**config.mk**
```make
export PLATFORM = sky130hd
export DESIGN_NAME = prog_load_run_ctrl
export DESIGN_NICKNAME = d
export VERILOG_FILES = /design/src/rtl/prog_load_run_ctrl.sv
export SDC_FILE = /design/constraint.sdc
export NUM_CORES = 1
export LEC_CHECK = 0
export CAP_MARGIN = 20
export CELL_PAD_IN_SITES_DETAIL_PLACEMENT = 1
export CELL_PAD_IN_SITES_GLOBAL_PLACEMENT = 2
export CORE_MARGIN = 2
export CORE_UTILIZATION = 27
export DETAILED_ROUTE_END_ITERATION = 16
export PLACE_DENSITY = 0.77
export SLEW_MARGIN = 5
export SYNTH_ARGS = -nofsm -noshare
export SYNTH_HDL_FRONTEND = slang
export SYNTH_SLANG_ARGS = --single-unit
export TNS_END_PERCENT = 5
```
**constraint.sdc**
```tcl
create_clock -name clk -period 8.7 [get_ports clk]
set_input_delay 2.61 -clock clk [delete_from_list [all_inputs] [get_ports clk]]
set_output_delay 2.61 -clock clk [all_outputs]
set_load 0.02 [all_outputs]
```
**src/rtl/prog_load_run_ctrl.sv**
```systemverilog
// Load/run sequencer for the single-cycle RISC-V datapath: streams a program into
// instruction memory, releases the core, then stops it on EBREAK or a cycle limit.
//
// Handshake: a loader word transfers on a rising clk edge where s_valid && s_ready;
// s_ready is high exactly while in LOAD, and s_data must be stable while s_valid is high.
module prog_load_run_ctrl #(
  parameter int          ADDR_W = 8,
  parameter int          CNT_W  = 16,
  parameter logic [31:0] EBREAK = 32'h00100073
) (
  input  logic              clk,
  input  logic              rst_n,
  input  logic              start,
  input  logic [ADDR_W:0]   load_len,
  input  logic [CNT_W-1:0]  cycle_limit,
  input  logic              s_valid,
  input  logic [31:0]       s_data,
  output logic              s_ready,
  output logic              imem_we,
  output logic [ADDR_W-1:0] imem_waddr,
  output logic [31:0]       imem_wdata,
  output logic              core_rst_n,
  input  logic [31:0]       core_pc,
  input  logic [31:0]       core_instr,
  output logic              busy,
  output logic              done,
  output logic [1:0]        status,
  output logic [31:0]       halt_pc,
  output logic [CNT_W-1:0]  run_cycles,
  output logic [2:0]        state_dbg
);

  localparam logic [2:0] S_IDLE    = 3'd0;
  localparam logic [2:0] S_LOAD    = 3'd1;
  localparam logic [2:0] S_RELEASE = 3'd2;
  localparam logic [2:0] S_RUN     = 3'd3;
  localparam logic [2:0] S_HALT    = 3'd4;

  localparam logic [1:0] ST_NONE    = 2'b00;
  localparam logic [1:0] ST_EBREAK  = 2'b01;
  localparam logic [1:0] ST_TIMEOUT = 2'b10;
  localparam logic [1:0] ST_BAD_LEN = 2'b11;

  localparam logic [ADDR_W:0] MAX_LEN = {1'b1, {ADDR_W{1'b0}}};

  logic [2:0]        state;
  logic [ADDR_W-1:0] cnt;
  logic [ADDR_W:0]   len_q;
  logic [CNT_W-1:0]  limit_q;

  logic beat;
  logic bad_len;
  logic last_beat;
  logic limit_hit;

  assign s_ready    = (state == S_LOAD);
  assign core_rst_n = (state == S_RUN);
  assign busy       = (state == S_LOAD) || (state == S_RELEASE) || (state == S_RUN);
  assign state_dbg  = state;

  assign beat      = s_valid && s_ready;
  assign bad_len   = (load_len == '0) || (load_len > MAX_LEN);
  assign last_beat = ({1'b0, cnt} == (len_q - 1'b1));
  // run_cycles still holds the pre-increment count here, so limit-1 ends the run after limit cycles
  assign limit_hit = (limit_q != '0) && (run_cycles == (limit_q - 1'b1));

  always_ff @(posedge clk or negedge rst_n) begin
    if (!rst_n) begin
      state      <= S_IDLE;
      cnt        <= '0;
      len_q      <= '0;
      limit_q    <= '0;
      imem_we    <= 1'b0;
      imem_waddr <= '0;
      imem_wdata <= '0;
      done       <= 1'b0;
      status     <= ST_NONE;
      halt_pc    <= '0;
      run_cycles <= '0;
    end else begin
      done    <= 1'b0;
      imem_we <= 1'b0;
      case (state)
        S_IDLE, S_HALT: begin
          if (start) begin
            if (bad_len) begin
              state  <= S_HALT;
              status <= ST_BAD_LEN;
              done   <= 1'b1;
            end else begin
              state      <= S_LOAD;
              len_q      <= load_len;
              limit_q    <= cycle_limit;
              run_cycles <= '0;
              status     <= ST_NONE;
              halt_pc    <= '0;
              cnt        <= '0;
            end
          end
        end
        S_LOAD: begin
          if (beat) begin
            imem_we    <= 1'b1;
            imem_waddr <= cnt;
            imem_wdata <= s_data;
            cnt        <= cnt + 1'b1;
            if (last_beat) begin
              state <= S_RELEASE;
            end
          end
        end
        S_RELEASE: begin
          state <= S_RUN;
        end
        S_RUN: begin
          if (run_cycles != '1) begin
            run_cycles <= run_cycles + 1'b1;
          end
          if (core_instr == EBREAK) begin
            state   <= S_HALT;
            status  <= ST_EBREAK;
            halt_pc <= core_pc;
            done    <= 1'b1;
          end else if (limit_hit) begin
            state   <= S_HALT;
            status  <= ST_TIMEOUT;
            halt_pc <= core_pc;
            done    <= 1'b1;
          end
        end
        default: begin
          state <= S_IDLE;
        end
      endcase
    end
  end

endmodule

```
==> flow_summary.toml, run 1 <==
[timing]
drv_slew = 0
whs_ns = 0.505
max_slew.worst_pin.slew_ns = 1.09
post-route-min-period_ns = 5.16
fin_skew_ns = 0.0210
hold_violations = 0
finalSetupViolCount = 0
fmax_mhz = 194
setup_ws_ns = 3.54
grt_setup_unrepaired = "no"
slew_headroom_pct = 26.6
period_share_pct = 59.3
setup_tns_ns = 0

[synthesis]
syn_area_per_cell_sq_um = 9.83
synth_area_sq_mm = 0.00634
synth_flop_cell = "dfrtp_1"
synthCells = 645
synth_edf_count = 0
synth_cell_type_count = 62
ys_ff_latch = 128
ys_warn_count = 0
synthesis.nets = 775
synthArstFlopShare_pct = 100
synth-seq-area-share_pct = 50.5

[cts]
h-tree-depth = 4
cts_hold_repair.buffers = 0
cts_buffer_depth = 2
cts_buffers = 17
insertion_delay_ns = 0.43
cts_setup_buffers = 0
cts_root_buffer = "clkbuf_16"
cts_resized = 0
clock-sinks = 128
tritoncts = "done"
clk_pin_slew_ns = 0.07

[place]
gp_congestion = 0.770
postPlaceCellArea_sq_mm = 0.00890
io_buffers = 222
post-place-ws_ns = 3.24
placed_cells = 1157
hpwlAfterDp_mm = 14.6

[setup_path]
arrival_ns = 2.55
critical_path_class = "flop to output pin"
cp_slowest_cell = "clkdlybuf4s50_1"
slowest_delay_ns = 0.55
path_cells = "nand3b_1 > clkinv_1 > buf_16 > clkdlybuf4s50_1"
crit_path_end_kind = "output pin"
critPathLaunchType = "flop"
crit_required_ns = 6.09
crit_fanout = 25

[drt]
ant_nets = 0
dr.pass1.iters = 6
vias = 5566
viasPerCell = 4.68
wirelength_mm = 20.4
routedWlPerCell_um = 17.2
post-route-drc-count = 0
drt_iter0_markers = 181

[power_and_ir_drop]
seq_power_share_pct = 35.0
power.switching_mw = 1.02
powerDensity_mw_per_mm2 = 285
leakage_nw = 3.88
irDropWorstVdd_uv = 110
clkPwrFrac_pct = 25.8
internal_power_mw = 1.68
p_comb_share_pct = 39.2
swShare_pct = 37.8

[global_routing]
grt_pass1_wl_mm = 32.8
grt.total_usage_pct = 17.0
gr-total-overflow = 0
grt_max_degree = 70
antenna_found_initial = 0
first_global_vias = 5927

[cells_and_area]
layout_commonest_cell = "clkdlybuf4s50_1"
antenna_cells = 0
areaGrowthSynthToFinish_pct = 49.3
fillers = 2666
design_area_sq_mm = 0.00946
layout.nets = 987
layout-drive-gt1-share_pct = 10.5
instances_no_fill = 1189
multiInputGateArea_sq_mm = 0.00298
regArea_sq_mm = 0.00320
mostFrequentLayoutCells = "clkdlybuf4s50_1 (221), dfrtp_1 (128), nand2_1 (122)"

[floorplan]
rows = 56
die_area_sq_mm = 0.0247
die_w_um = 157
core_area_sq_mm = 0.0233
start_util_pct = 27.3
ios = 223
die_h_um = 157

[run]
cap_viol_max_count = 0

[hold_path]
worst_hold_path_type = "flop to flop"

[outcome]
status = "complete, no violations"
## routing by layer
layer / GRT usage (%) / share of wire (%) / wire [um] / vias to the layer above
met5: 0 / 0 / 0 / -
met4: 3.72 / 0.79 / 161 / 0
met3: 7.35 / 8.4 / 1720 / 12
met2: 27.4 / 47 / 9600 / 140
met1: 21.1 / 44 / 8910 / 2739
li1: - / - / - / 2675
## synthesized netlist by cell type (5+ instances only)
library cell,count,share of area [%]
dfrtp_1,128,51
nand3_1,41,3.2
nor2_1,40,2.4
nand2_1,122,7.2
nand3b_1,5,0.59
inv_1,7,0.41
nor3_1,11,0.87
nor4_1,15,1.5
xor2_1,31,4.3
o21ai_0,36,2.8
and3_1,5,0.49
buf_2,6,0.47
a21oi_1,11,0.87
ha_1,5,0.99
nand4_1,11,1.1
xnor2_1,17,2.3
clkbuf_1,27,1.6
mux2_2,41,7.3
nand2b_1,8,0.79
## area by class of cell
type	instances	share of cell area (%)
clock buffers	17	4.49
clock inverters	15	1.48
inverters	8	0.317
multi-input cells	474	31.5
flip-flops and latches	128	33.8
well taps	319	4.22
repair buffers	228	24.2
## final timing paths
kind                           startpoint             end  slack (ns)  depth (start not counted)
setup / recovery             state_dbg[2]      core_rst_n        3.54                          4
hold / removal             imem_wdata[14]  imem_wdata[14]        0.50                          1
setup reg to reg               limit_q[2]      halt_pc[9]        5.10                          8
hold reg to reg            imem_wdata[14]  imem_wdata[14]        0.50                          1
max in group asynchronous           rst_n     halt_pc[27]        5.21                          2
min in group asynchronous           rst_n     halt_pc[14]        2.19                          1
## critical path: cells and delay by family, from the launching register on
kind / cells / cell delay (ns)
DFF: 1 / 0.53
and+or+nand+nor: 1 / 0.28
buffers and inverters: 3 / 1.32
## stage by stage
step	power [mW]	util [%]
2_1_floorplan	1.57	-
3_3_place_gp	2.00	38.1
3_5_place_dp	2.02	38.3
4_1_cts	2.73	40.7
5_1_grt	2.88	40.7
6_report	2.70	40.7
## power by group through the flow
| stage | logic, mW | clock network [mW] | registers, mW |
|---|---|---|---|
| floorplan | 0.564 | 0 | 1.00 |
| global placement | 1.05 | 0 | 0.944 |
| detailed placement | 1.07 | 0 | 0.950 |
| CTS | 1.07 | 0.717 | 0.944 |
| global route | 1.16 | 0.746 | 0.976 |
| finish | 1.06 | 0.695 | 0.942 |
## state kept, by name (all words and copies together) (netlist names)
name and cells:
imem_we 1, limit_q 16, imem_wdata 32, halt_pc 32, imem_waddr 8, len_q 9, state_dbg 3, done 1
cnt 8, run_cycles 16, status 2
## logic make-up after synthesis
family	Yosys count	share of synthesized area [%]
and+or+nand+nor	290	22.1
adders and majority gates	5	0.987
muxes	43	7.60
buffers and inverters	43	2.72
xor gates and xnor gates	50	7.36
DFF	128	50.5
AOI/OAI and AO/OA	86	8.70
(Power assumes the default switching activity.)
==> run 2: changes to the inputs <==
==> constraint.sdc (replaced) <==
create_clock -name clk -period 5.25 [get_ports clk]
set_input_delay 1.575 -clock clk [delete_from_list [all_inputs] [get_ports clk]]
set_output_delay 1.575 -clock clk [all_outputs]
set_load 0.02 [all_outputs]
==> run 2 against run 1 <==
  * Routed wire length rose by 0.64%
  * Flip-flop and latch count did not move
  * Combinational power rose by 66%
  * Utilization barely moved
  * Via count is 0.56% higher
  * Largest power group unchanged
  * Highest routed layer unchanged
==> flow_summary.toml, run 2 (synthesis gave the netlist of run 1 again) <==
[floorplan]
die_w_um = 157
rows = 56
ios = 223
die_h_um = 157
core_area_sq_mm = 0.0233
start_util_pct = 27.3
die_area_sq_mm = 0.0247

[place]
postPlaceCellArea_sq_mm = 0.00889
io_buffers = 222
hpwlAfterDp_mm = 14.9
gp_congestion = 0.769

[setup_path]
path_buf_inv = 3
critPathLaunchType = "flop"
critical_path_class = "flop to output pin"
path_cells = "nand3b_1 > clkinv_1 > buf_4 > clkdlybuf4s50_1"
slowest_delay_ns = 0.69
cp_slowest_cell = "clkdlybuf4s50_1"
arrival_ns = 2.37
r2r-start = "limit_q[0]"
reg2reg_depth = 10
critical-path-top-delay-family = "buffers and inverters"
ff2ff_setup_slack_ns = 1.42
crit_path_start = "state_dbg[2]"
crit_fanout = 35
crit_required_ns = 3.68
crit_path_end_kind = "output pin"
regToRegEndpoint = "state_dbg[0]"

[timing]
finalSetupViolCount = 0
post-route-min-period_ns = 3.95
max_slew.worst_pin.slew_ns = 1.05
setup_tns_ns = 0
fmax_mhz = 253
hold_violations = 0
drv_slew = 0
whs_ns = 0.505
grt_setup_unrepaired = "no"
fin_skew_ns = 0.0109
slew_headroom_pct = 29.1
period_share_pct = 75.2

[drt]
routedWlPerCell_um = 17.2
wirelength_mm = 20.5
ant_nets = 0
vias = 5597
dr.pass1.iters = 4
post-route-drc-count = 0
drt_iter0_markers = 137
viasPerCell = 4.70

[power_and_ir_drop]
internal_power_mw = 2.78
p_comb_share_pct = 39.3
seq_power_share_pct = 35.0
power.switching_mw = 1.68
leakage_nw = 3.88
powerDensity_mw_per_mm2 = 472
total_power_mw = 4.46
swShare_pct = 37.7
irDropWorstVdd_uv = 216
clkPwrFrac_pct = 25.7

[cts]
tritoncts = "done"
cts_hold_repair.buffers = 0
insertion_delay_ns = 0.42
cts_resized = 0
cts_buffer_depth = 2
clock-sinks = 128
h-tree-depth = 4
cts_root_buffer = "clkbuf_16"
clk_pin_slew_ns = 0.07
cts_setup_buffers = 0
cts_buffers = 17

[global_routing]
antenna_found_initial = 0
gr-total-overflow = 0
grt_pass1_wl_mm = 32.9
grt_max_degree = 76
first_global_vias = 5933
grt.total_usage_pct = 17.1

[cells_and_area]
antenna_cells = 0
layout.nets = 989
layout_commonest_cell = "clkdlybuf4s50_1"
layout-drive-gt1-share_pct = 10.7
reg_top3 = "halt_pc (32), imem_wdata (32)"
regArea_sq_mm = 0.00320
areaGrowthSynthToFinish_pct = 49.2
multiInputGateArea_sq_mm = 0.00298
mostFrequentLayoutCells = "clkdlybuf4s50_1 (221), dfrtp_1 (128), nand2_1 (122)"
design_area_sq_mm = 0.00946
fillers = 2656

[hold_path]
hold_path_end = "imem_waddr[7]"
hp-start = "imem_waddr[7]"
worst_hold_path_type = "flop to flop"
whs_path_depth = 1

[outcome]
status = "complete, no violations"

[run]
cap_viol_max_count = 0
[run 2: cell types whose count changed in the layout (fill, tap and decap cells not counted), sizes merged]
| cell | previous run | this run |
|---|---|---|
| clkinvlp | 3 | 4 |
| clkinv | 3 | 2 |
| buf | 7 | 9 |
[run 2: power groups by stage]
| stage | clock network (mW) | logic, mW | registers (mW) |
|---|---|---|---|
| final | 1.15 | 1.76 | 1.56 |
| after global routing | 1.23 | 1.92 | 1.62 |
| after CTS | 1.19 | 1.78 | 1.56 |
| after detailed placement | 0 | 1.77 | 1.58 |
| after global placement | 0 | 1.74 | 1.57 |
| after floorplan | 0 | 0.934 | 1.66 |
[run 2: final cells by class]
class                   count  share of cell area (%)
clock buffers              17                    4.50
clock inverters            15                    1.49
inverters                   8                   0.317
multi-input cells         474                    31.5
flip-flops and latches    128                    33.9
well taps                 319                    4.22
repair buffers            230                    24.1
[run 2: worst reg2reg max path: stages, from the launching register on]
cell	delay, ns
dfrtp_1	0.43
inv_1	0.12
ha_1	0.20
xor3_1	0.42
a2bb2oi_1	0.15
nor4b_1	0.36
o211ai_1	0.26
o41ai_4	0.95
buf_4	0.41
nor3_1	0.09
o32a_1	0.35
[run 2: metrics by stage]
step | cells | worst slack, ns | utilization, %
CTS | 1191 | 1.20 | 40.7
finish | 1191 | 1.30 | 40.7
detailed placement | 1159 | 1.01 | 38.2
floorplan | 645 | 2.18 | -
global placement | 1159 | 1.07 | 38.2
global route | 1191 | 1.04 | 40.7
[run 2: worst max path at each step]
stage,to,slack [ns],cells after the start
3_3_place_gp,cnt[7],1.07,8
5_1_grt,state_dbg[0],1.04,8
2_1_floorplan,cnt[7],2.18,7
6_report,core_rst_n,1.30,4
4_1_cts,core_rst_n,1.20,4
3_5_place_dp,cnt[6],1.01,8
[run 2: routing by layer]
metal / share of wire (%) / routed length, um / global-route usage, %
met5: 0 / 0 / 0
met3: 7.4 / 1510 / 6.86
met4: 0.86 / 177 / 3.25
met1: 44 / 9110 / 21.8
met2: 47 / 9730 / 27.7
